## src/rtl/segment_scan_decoder.sv

```systemverilog
// Display-bus monitor: samples a scanned six-digit seven-segment bus,
// rebuilds HH:MM:SS frames, range-checks them and publishes good ones.
module segment_scan_decoder #(
  parameter int unsigned SETTLE         = 4,
  parameter int unsigned TIMEOUT_W      = 16,
  parameter bit          EN_ACTIVE_LOW  = 1'b1,
  parameter bit          SEG_ACTIVE_LOW = 1'b1
) (
  input  logic       CLK,
  input  logic       RST,
  input  logic [5:0] DigitEnable,
  input  logic [6:0] DigitValue,
  output logic [3:0] HourMSD,
  output logic [3:0] HourLSD,
  output logic [3:0] MinMSD,
  output logic [3:0] MinLSD,
  output logic [3:0] SecMSD,
  output logic [3:0] SecLSD,
  output logic       FrameValid,
  output logic       FrameError,
  output logic       Present
);

  localparam logic [5:0] EN_IDLE  = EN_ACTIVE_LOW  ? 6'h3F : 6'h00;
  localparam logic [6:0] SEG_IDLE = SEG_ACTIVE_LOW ? 7'h7F : 7'h00;
  localparam logic [3:0] SETTLE_C = 4'(SETTLE);

  logic [5:0]      en_s1_q, en_s2_q, en_prev_q;
  logic [6:0]      seg_s1_q, seg_s2_q, seg_prev_q;
  logic [3:0]      cnt_q, cnt_d;
  logic            capd_q, capd_d;
  logic [5:0]      seen_q, seen_d;
  logic            err_q, err_d;
  logic            cmp_q;
  logic [5:0][3:0] stg_q;
  logic [5:0][3:0] out_q;
  logic [TIMEOUT_W-1:0] to_q, to_d;
  logic            pres_q, fv_q, fe_q;

  logic [5:0] en_n;
  logic [6:0] seg_n;
  logic       one, same, cap, sat, clr, ok, bad;
  logic [2:0] idx;
  logic [3:0] dec;
  logic [5:0] capbit;

  assign en_n  = en_s2_q ^ {6{EN_ACTIVE_LOW}};
  assign seg_n = seg_s2_q ^ {7{SEG_ACTIVE_LOW}};
  assign one   = (en_n != 6'd0) && ((en_n & (en_n - 6'd1)) == 6'd0);
  assign same  = (en_n == en_prev_q) && (seg_n == seg_prev_q);
  assign sat   = &to_q;
  assign clr   = cmp_q || sat;

  always_comb begin
    idx = 3'd0;
    for (int i = 0; i < 6; i++)
      if (en_n[i]) idx = 3'(i);
  end

  always_comb begin
    dec = 4'd0;
    bad = 1'b0;
    case (seg_n)
      7'h3F: dec = 4'd0;
      7'h06: dec = 4'd1;
      7'h5B: dec = 4'd2;
      7'h4F: dec = 4'd3;
      7'h66: dec = 4'd4;
      7'h6D: dec = 4'd5;
      7'h7D: dec = 4'd6;
      7'h07: dec = 4'd7;
      7'h7F: dec = 4'd8;
      7'h6F: dec = 4'd9;
      default: bad = 1'b1;
    endcase
  end

  always_comb begin
    cnt_d = 4'd0;
    if (one && same)
      cnt_d = (cnt_q == SETTLE_C) ? cnt_q : cnt_q + 4'd1;
  end

  // One capture per steady digit; the flag rearms on any change.
  assign cap    = one && same && (cnt_d == SETTLE_C) && !capd_q;
  assign capd_d = (one && same) && (capd_q || cap);
  assign capbit = cap ? (6'd1 << idx) : 6'd0;

  // A capture coinciding with completion or timeout starts a new frame.
  assign seen_d = (clr ? 6'd0 : seen_q) | capbit;
  assign err_d  = (clr ? 1'b0 : err_q) | (cap & bad);
  assign to_d   = cap ? '0 : (sat ? to_q : to_q + 1'b1);

  assign ok = !err_q && (stg_q[5] <= 4'd2) &&
              ((stg_q[5] != 4'd2) || (stg_q[4] <= 4'd3)) &&
              (stg_q[3] <= 4'd5) && (stg_q[1] <= 4'd5);

  always_ff @(posedge CLK or negedge RST) begin
    if (!RST) begin
      en_s1_q    <= EN_IDLE;
      en_s2_q    <= EN_IDLE;
      seg_s1_q   <= SEG_IDLE;
      seg_s2_q   <= SEG_IDLE;
      en_prev_q  <= 6'd0;
      seg_prev_q <= 7'd0;
      cnt_q      <= 4'd0;
      capd_q     <= 1'b0;
      seen_q     <= 6'd0;
      err_q      <= 1'b0;
      cmp_q      <= 1'b0;
      stg_q      <= '0;
      out_q      <= '0;
      to_q       <= '0;
      pres_q     <= 1'b0;
      fv_q       <= 1'b0;
      fe_q       <= 1'b0;
    end else begin
      en_s1_q    <= DigitEnable;
      en_s2_q    <= en_s1_q;
      seg_s1_q   <= DigitValue;
      seg_s2_q   <= seg_s1_q;
      en_prev_q  <= en_n;
      seg_prev_q <= seg_n;
      cnt_q      <= cnt_d;
      capd_q     <= capd_d;
      seen_q     <= seen_d;
      err_q      <= err_d;
      cmp_q      <= cap && (seen_d == 6'h3F);
      to_q       <= to_d;
      pres_q     <= cap ? 1'b1 : (sat ? 1'b0 : pres_q);
      fv_q       <= cmp_q && ok;
      fe_q       <= cmp_q && !ok;
      if (cap) stg_q[idx] <= dec;
      if (cmp_q && ok) out_q <= stg_q;
    end
  end

  assign HourMSD    = out_q[5];
  assign HourLSD    = out_q[4];
  assign MinMSD     = out_q[3];
  assign MinLSD     = out_q[2];
  assign SecMSD     = out_q[1];
  assign SecLSD     = out_q[0];
  assign FrameValid = fv_q;
  assign FrameError = fe_q;
  assign Present    = pres_q;

endmodule

```

## config.mk

```make
export PLATFORM = sky130hd
export DESIGN_NAME = segment_scan_decoder
export DESIGN_NICKNAME = d
export VERILOG_FILES = /design/src/rtl/segment_scan_decoder.sv
export SDC_FILE = /design/constraint.sdc
export NUM_CORES = 1
export LEC_CHECK = 0
export CAP_MARGIN = 20
export CORE_MARGIN = 5
export CORE_UTILIZATION = 35
export CTS_CLUSTER_SIZE = 24
export DETAILED_ROUTE_END_ITERATION = 10
export GPL_TIMING_DRIVEN = 0
export PLACE_DENSITY = 0.59
export SYNTH_ARGS = -nofsm -noshare
export SYNTH_HDL_FRONTEND = slang
export SYNTH_SLANG_ARGS = --single-unit
```

## constraint.sdc

```tcl
create_clock -name CLK -period 7.1 [get_ports CLK]
set_input_delay 1.775 -clock CLK [delete_from_list [all_inputs] [get_ports CLK]]
set_output_delay 1.775 -clock CLK [all_outputs]
set_load 0.005 [all_outputs]
```

# Yosys cells after proc, flatten, opt, wreduce, memory -nomap -nowiden
# Index checks and enable logic that the tools add are counted.
# op_classes
bitwise	6
mux	19
n_shift	1
magnitude_cmp	6
addsub	3
n_eq_ne	17
n_reduce_logical	25
# ops
op	n
$eq A7 B7 Y1 const B	7
$pmux W4 S9	1
$mux W16	2
$bwmux W24	1
$add A16 B1 Y16 const B	1
$reduce_and A16 Y1	1
$eq A7 B3 Y1 const B	2
$logic_and A1 B1 Y1	14
$demux W4 S3	1
$mux W4	3
$mux W6	2
$reduce_or A10 Y1	1
$mux W3	3
$eq A4 B3 Y1 const B	2
$le A4 B2 Y1 const B	2
$le A4 B3 Y1 const B	2
$eq A7 B6 Y1 const B	1
$eq A7 B7 Y1	1
$not A7 Y7	1
$and A6 B6 Y6	1
$eq A6 B6 Y1	1
$eq A6 B6 Y1 const B	1
$logic_not A6 Y1	1
$not A6 Y6	1
16 further kinds	24
# totals
register_bits	119
input_bits	15
elab_cells	104
output_inout_bits	27

# Longest topological paths before layout
# depth
word_depth	14
ltp_mapped	9
mapped_depth_nobuf	7

# Least setup slack after synthesis
# No wires, ideal clock.
# synth_path
kind	reg-to-reg
from	reg cnt_q[0]
to	reg stg_q[13] in the netlist's numbering
path_stages_with_launch	9
required_time_ps	6972
t_arrival_ps	2428
path_buffers	1
setup_slack_ps	4544
cell_sequence	dfrtp_1 -> inv_2 -> ha_1 -> o21a_1 -> o311a_1 -> or4_4 -> buf_6 -> nor4b_4 -> mux2_1
# synth_via
elab_chain_len	6
elab_cells_between_ends	7
classes_between	add/sub: 1; eq/ne: 2; mux: 2; reduce/logical: 2
# synth_rtl
item	line_no	rtl
from (decl)	30	logic [3:0] cnt_q, cnt_d;
from (signal assigned)	124	cnt_q <= cnt_d;
$add A4 B1 Y4 / $eq A4 B3 Y1 (equally long branches)	81	cnt_d = (cnt_q == SETTLE_C) ? cnt_q : cnt_q + 4'd1;
$mux W4 (*)	81	
$mux W4 (*)	80	if (one && same)
$eq A4 B3 Y1 (*)	85	assign cap = one && same && (cnt_d == SETTLE_C) && !capd_q;
$logic_and A1 B1 Y1 (*) (2 in series)	85	
to (signal assigned)	111	stg_q <= '0;
to (signal, indexed assignment)	133	if (cap) stg_q[idx] <= dec;
to (decl)	35	logic [5:0][3:0] stg_q;
# Mark *: on every way between the ends. The rest lies on a longest branch, timed or not.
# A chain may end at the register's enable or synchronous reset.

# Final worst setup path
# layout_path
from	reg pres_q, in the netlist Present
to	out Present
# layout_rtl
item	line_no	rtl
from (decl)	38	logic pres_q, fv_q, fe_q;
from (signal assigned)	130	pres_q <= cap ? 1'b1 : (sat ? 1'b0 : pres_q);
to (decl)	21	output logic Present
# No word-level cell between the ends.

==> impl_metrics.yaml <==
status:
  status: "finished, final reports clean"
pwr:
  irDropWorstVdd_mv: 0.206
  p_leak_nw: 2.86
  power_density_mw_per_mm2: 250
  p_total_w: 0.00156
logic_synthesis:
  synth.avg_cell_area_um2: 13.0
  ys_seq_area_share_pct: 60.3
  syn_inst: 385
  yosys_warnings: 0
  netlist_area_mm2: 0.00500
  ys_ff_latch: 119
  synth.top_cell.area_share_pct: 46.6
  synthFlopType: "dfrtp_1"
  syn_nets: 403
  yosysUniqueCellTypes: 58
  synth_area_leaders: "dfrtp_1 (47%), dfstp_2 (14%), mux2_2 (6.3%)"
  synth_async_sr_flop_share_pct: 100
  synth_edf_count: 0
  yosysTopAreaCell: "dfrtp_1"
job:
  maxCapViolations: 0
floorplanning:
  die_area_mm2: 0.0168
  rows: 43
  dieWidth_um: 129
  die_h_um: 129
  coreArea_mm2: 0.0139
  initial_core_util_pct: 35.9
  pin_count: 42
detailed_routing:
  drc: 0
  wire_per_inst_um: 14.2
  firstDrtPassIters: 5
  antenna_left: 0
  via_per_inst: 4.92
  routed_wl_um: 9120
  drt_iter0_markers: 185
  vias: 3151
critical_path:
  cp_top_family: "buffers and inverters"
  worstReg2RegStart: "cnt_q[0]"
  required_ns: 5.33
  path_buf_inv: 1
  worst-setup-path-type: "register to primary output"
  crit_slowest_cell: "clkdlybuf4s50_1"
  crit_chain: "clkdlybuf4s50_1"
  ff2ff_path_depth: 8
  startpoint_type: "register"
  worst-path-max-fanout: 2
  reg2reg_slack_ns: 4.21
  cp_slowest_stage_delay_ns: 0.51
  crit_arrival_ns: 1.27
  reg2reg_to: "stg_q[16]"
  end_kind: "primary output"
timing:
  slew_viol_final: 0
  period_share_pct: 42.9
  period_needed_ns: 3.05
  setup_viol: 0
  skew_ns: 0.00692
  finalSetupTns_ns: 0
  max_freq_ghz: 0.328
  max-slew-margin-rel_pct: 41.6
  worst_pin_slew_ns: 0.867
  rsz0062_at_grt: "no"
  final-hold-violation-count: 0
clock_network:
  post-cts-setup-buffer-count: 0
  cts-resized-gates: 0
  clock_latency_ns: 0.41
  cts_tree: "yes"
  htreeDepth: 4
  ctsLongestPathBuffers: 2
  hold_buffers: 0
  root_buffer: "clkbuf_16"
  cts_inserted_buffers: 17
  clk_pin_slew_ns: 0.05
  clock_sinks: 119
worst_hold_path:
  whs_endpoint: "en_s2_q[5]"
  hold_class: "register to register"
  min_from: "en_s1_q[5]"
  holdPathStages: 0
cells_and_area:
  layout.nets: 465
  instances_no_fill: 640
  layout_common_cells: "dfrtp_1 (93), clkdlybuf4s50_1 (40), mux2_2 (28)"
  fin_util_pct: 44.7
  diodes: 0
  final_area_mm2: 0.00623
  n_fill_cell: 1257
  layout-drive-gt1-share_pct: 24.1
  area_delta_synth_final_pct: 24.8
  layout_commonest_cell: "dfrtp_1"
place:
  hpwl_um: 6370
  port-buffer-count: 41
  placed_cell_area_mm2: 0.00567
  dp_cells: 607
  gp_congestion: 0.778
global_route:
  gr-total-overflow: 0
  grt_max_degree: 75
  grt_use_total_pct: 11.8
  grt_pass1_wl_um: 15500
  antenna_found_initial: 0
  grt_pass1_vias: 3197
==> kinds of logic after synthesis <==
logic type | synth area share [%]
flip-flops | 60.3
AND/OR/NAND/NOR | 14.0
AO/OA/AOI/OAI | 7.81
multiplexers | 9.92
buffers and inverters | 3.26
XOR/XNOR | 4.03
adder cells (fa/ha/maj) | 0.751
==> sequential cells by signal (all words and copies together), names as in the netlist, 4 cells and up <==
| signal | count |
|---|---|
| seen_q | 6 |
| cnt_q | 4 |
| stg_q | 24 |
| SecLSD | 4 |
| en_prev_q | 6 |
| en_s1_q | 6 |
| HourLSD | 4 |
| seg_s2_q | 7 |
| MinMSD | 4 |
| to_q | 16 |
| en_s2_q | 6 |
| HourMSD | 4 |
| MinLSD | 4 |
| seg_prev_q | 7 |
| seg_s1_q | 7 |
| SecMSD | 4 |
==> synth_stat cells, types with 2 or more instances <==
cell type / count
a21o_1: 6
a21oi_1: 8
a22o_1: 2
a31oi_1: 2
and2_1: 6
and3_1: 2
buf_2: 10
clkbuf_1: 4
dfrtp_1: 93
dfstp_2: 26
ha_1: 3
inv_1: 20
mux2_1: 16
mux2_2: 28
nand2_1: 13
nand2b_1: 2
nand3_1: 5
nand4_1: 7
nand4b_1: 2
nand4bb_1: 2
nor2_1: 26
nor2b_1: 3
nor3_1: 14
nor3b_1: 2
nor4_1: 5
nor4_4: 2
nor4b_4: 4
o2111ai_1: 3
o211ai_1: 3
o21a_1: 2
o21ai_0: 8
o22ai_1: 2
o311a_1: 2
o31ai_1: 2
o41ai_1: 2
or2_2: 2
or3_1: 2
or4_1: 3
xnor2_1: 13
xor2_1: 10
==> where the power goes <==
part           switching, W  internal, W
clock              0.000272     0.000526
sequential       0.00000567     0.000697
combinational     0.0000337    0.0000211
total              0.000312      0.00124
==> per-layer routing <==
metal  vias up  wire length (um)  track usage, %
li1       1492                 -               -
met4         0               165            4.77
met1      1584              4250            14.8
met5         -                 0               0
met2        59              4310            18.6
met3        16               398            4.29
==> per-stage QoR <==
| step | hold WS [ns] | setup slack [ns] |
|---|---|---|
| global route | 0.356 | 3.99 |
| detailed placement | 0.347 | 4.22 |
| floorplan | 0.345 | 4.54 |
| CTS | 0.350 | 4.01 |
| global placement | 0.345 | -0.271 |
| finish | 0.350 | 4.05 |
==> layout make-up <==
class | count | area, um^2 | share of cell area [%]
tap | 180 | 225 | 3.61
sequential | 119 | 3010 | 48.3
inverter | 21 | 78.8 | 1.26
multi-input combinational | 229 | 1830 | 29.4
clock buffer | 29 | 520 | 8.35
clock inverter | 3 | 40.0 | 0.642
buffer | 16 | 83.8 | 1.34
timing repair buffer | 43 | 444 | 7.13
==> worst max path at each step <==
stage          startpoint        end  cells past startpoint
2_1_floorplan    cnt_q[0]  stg_q[13]                      8
3_3_place_gp          RST  SecMSD[3]                      1
3_5_place_dp     cnt_q[0]  stg_q[17]                      8
4_1_cts           Present    Present                      1
5_1_grt           Present    Present                      1
6_report          Present    Present                      1
Note: power is estimated with default switching activity, not from simulation.
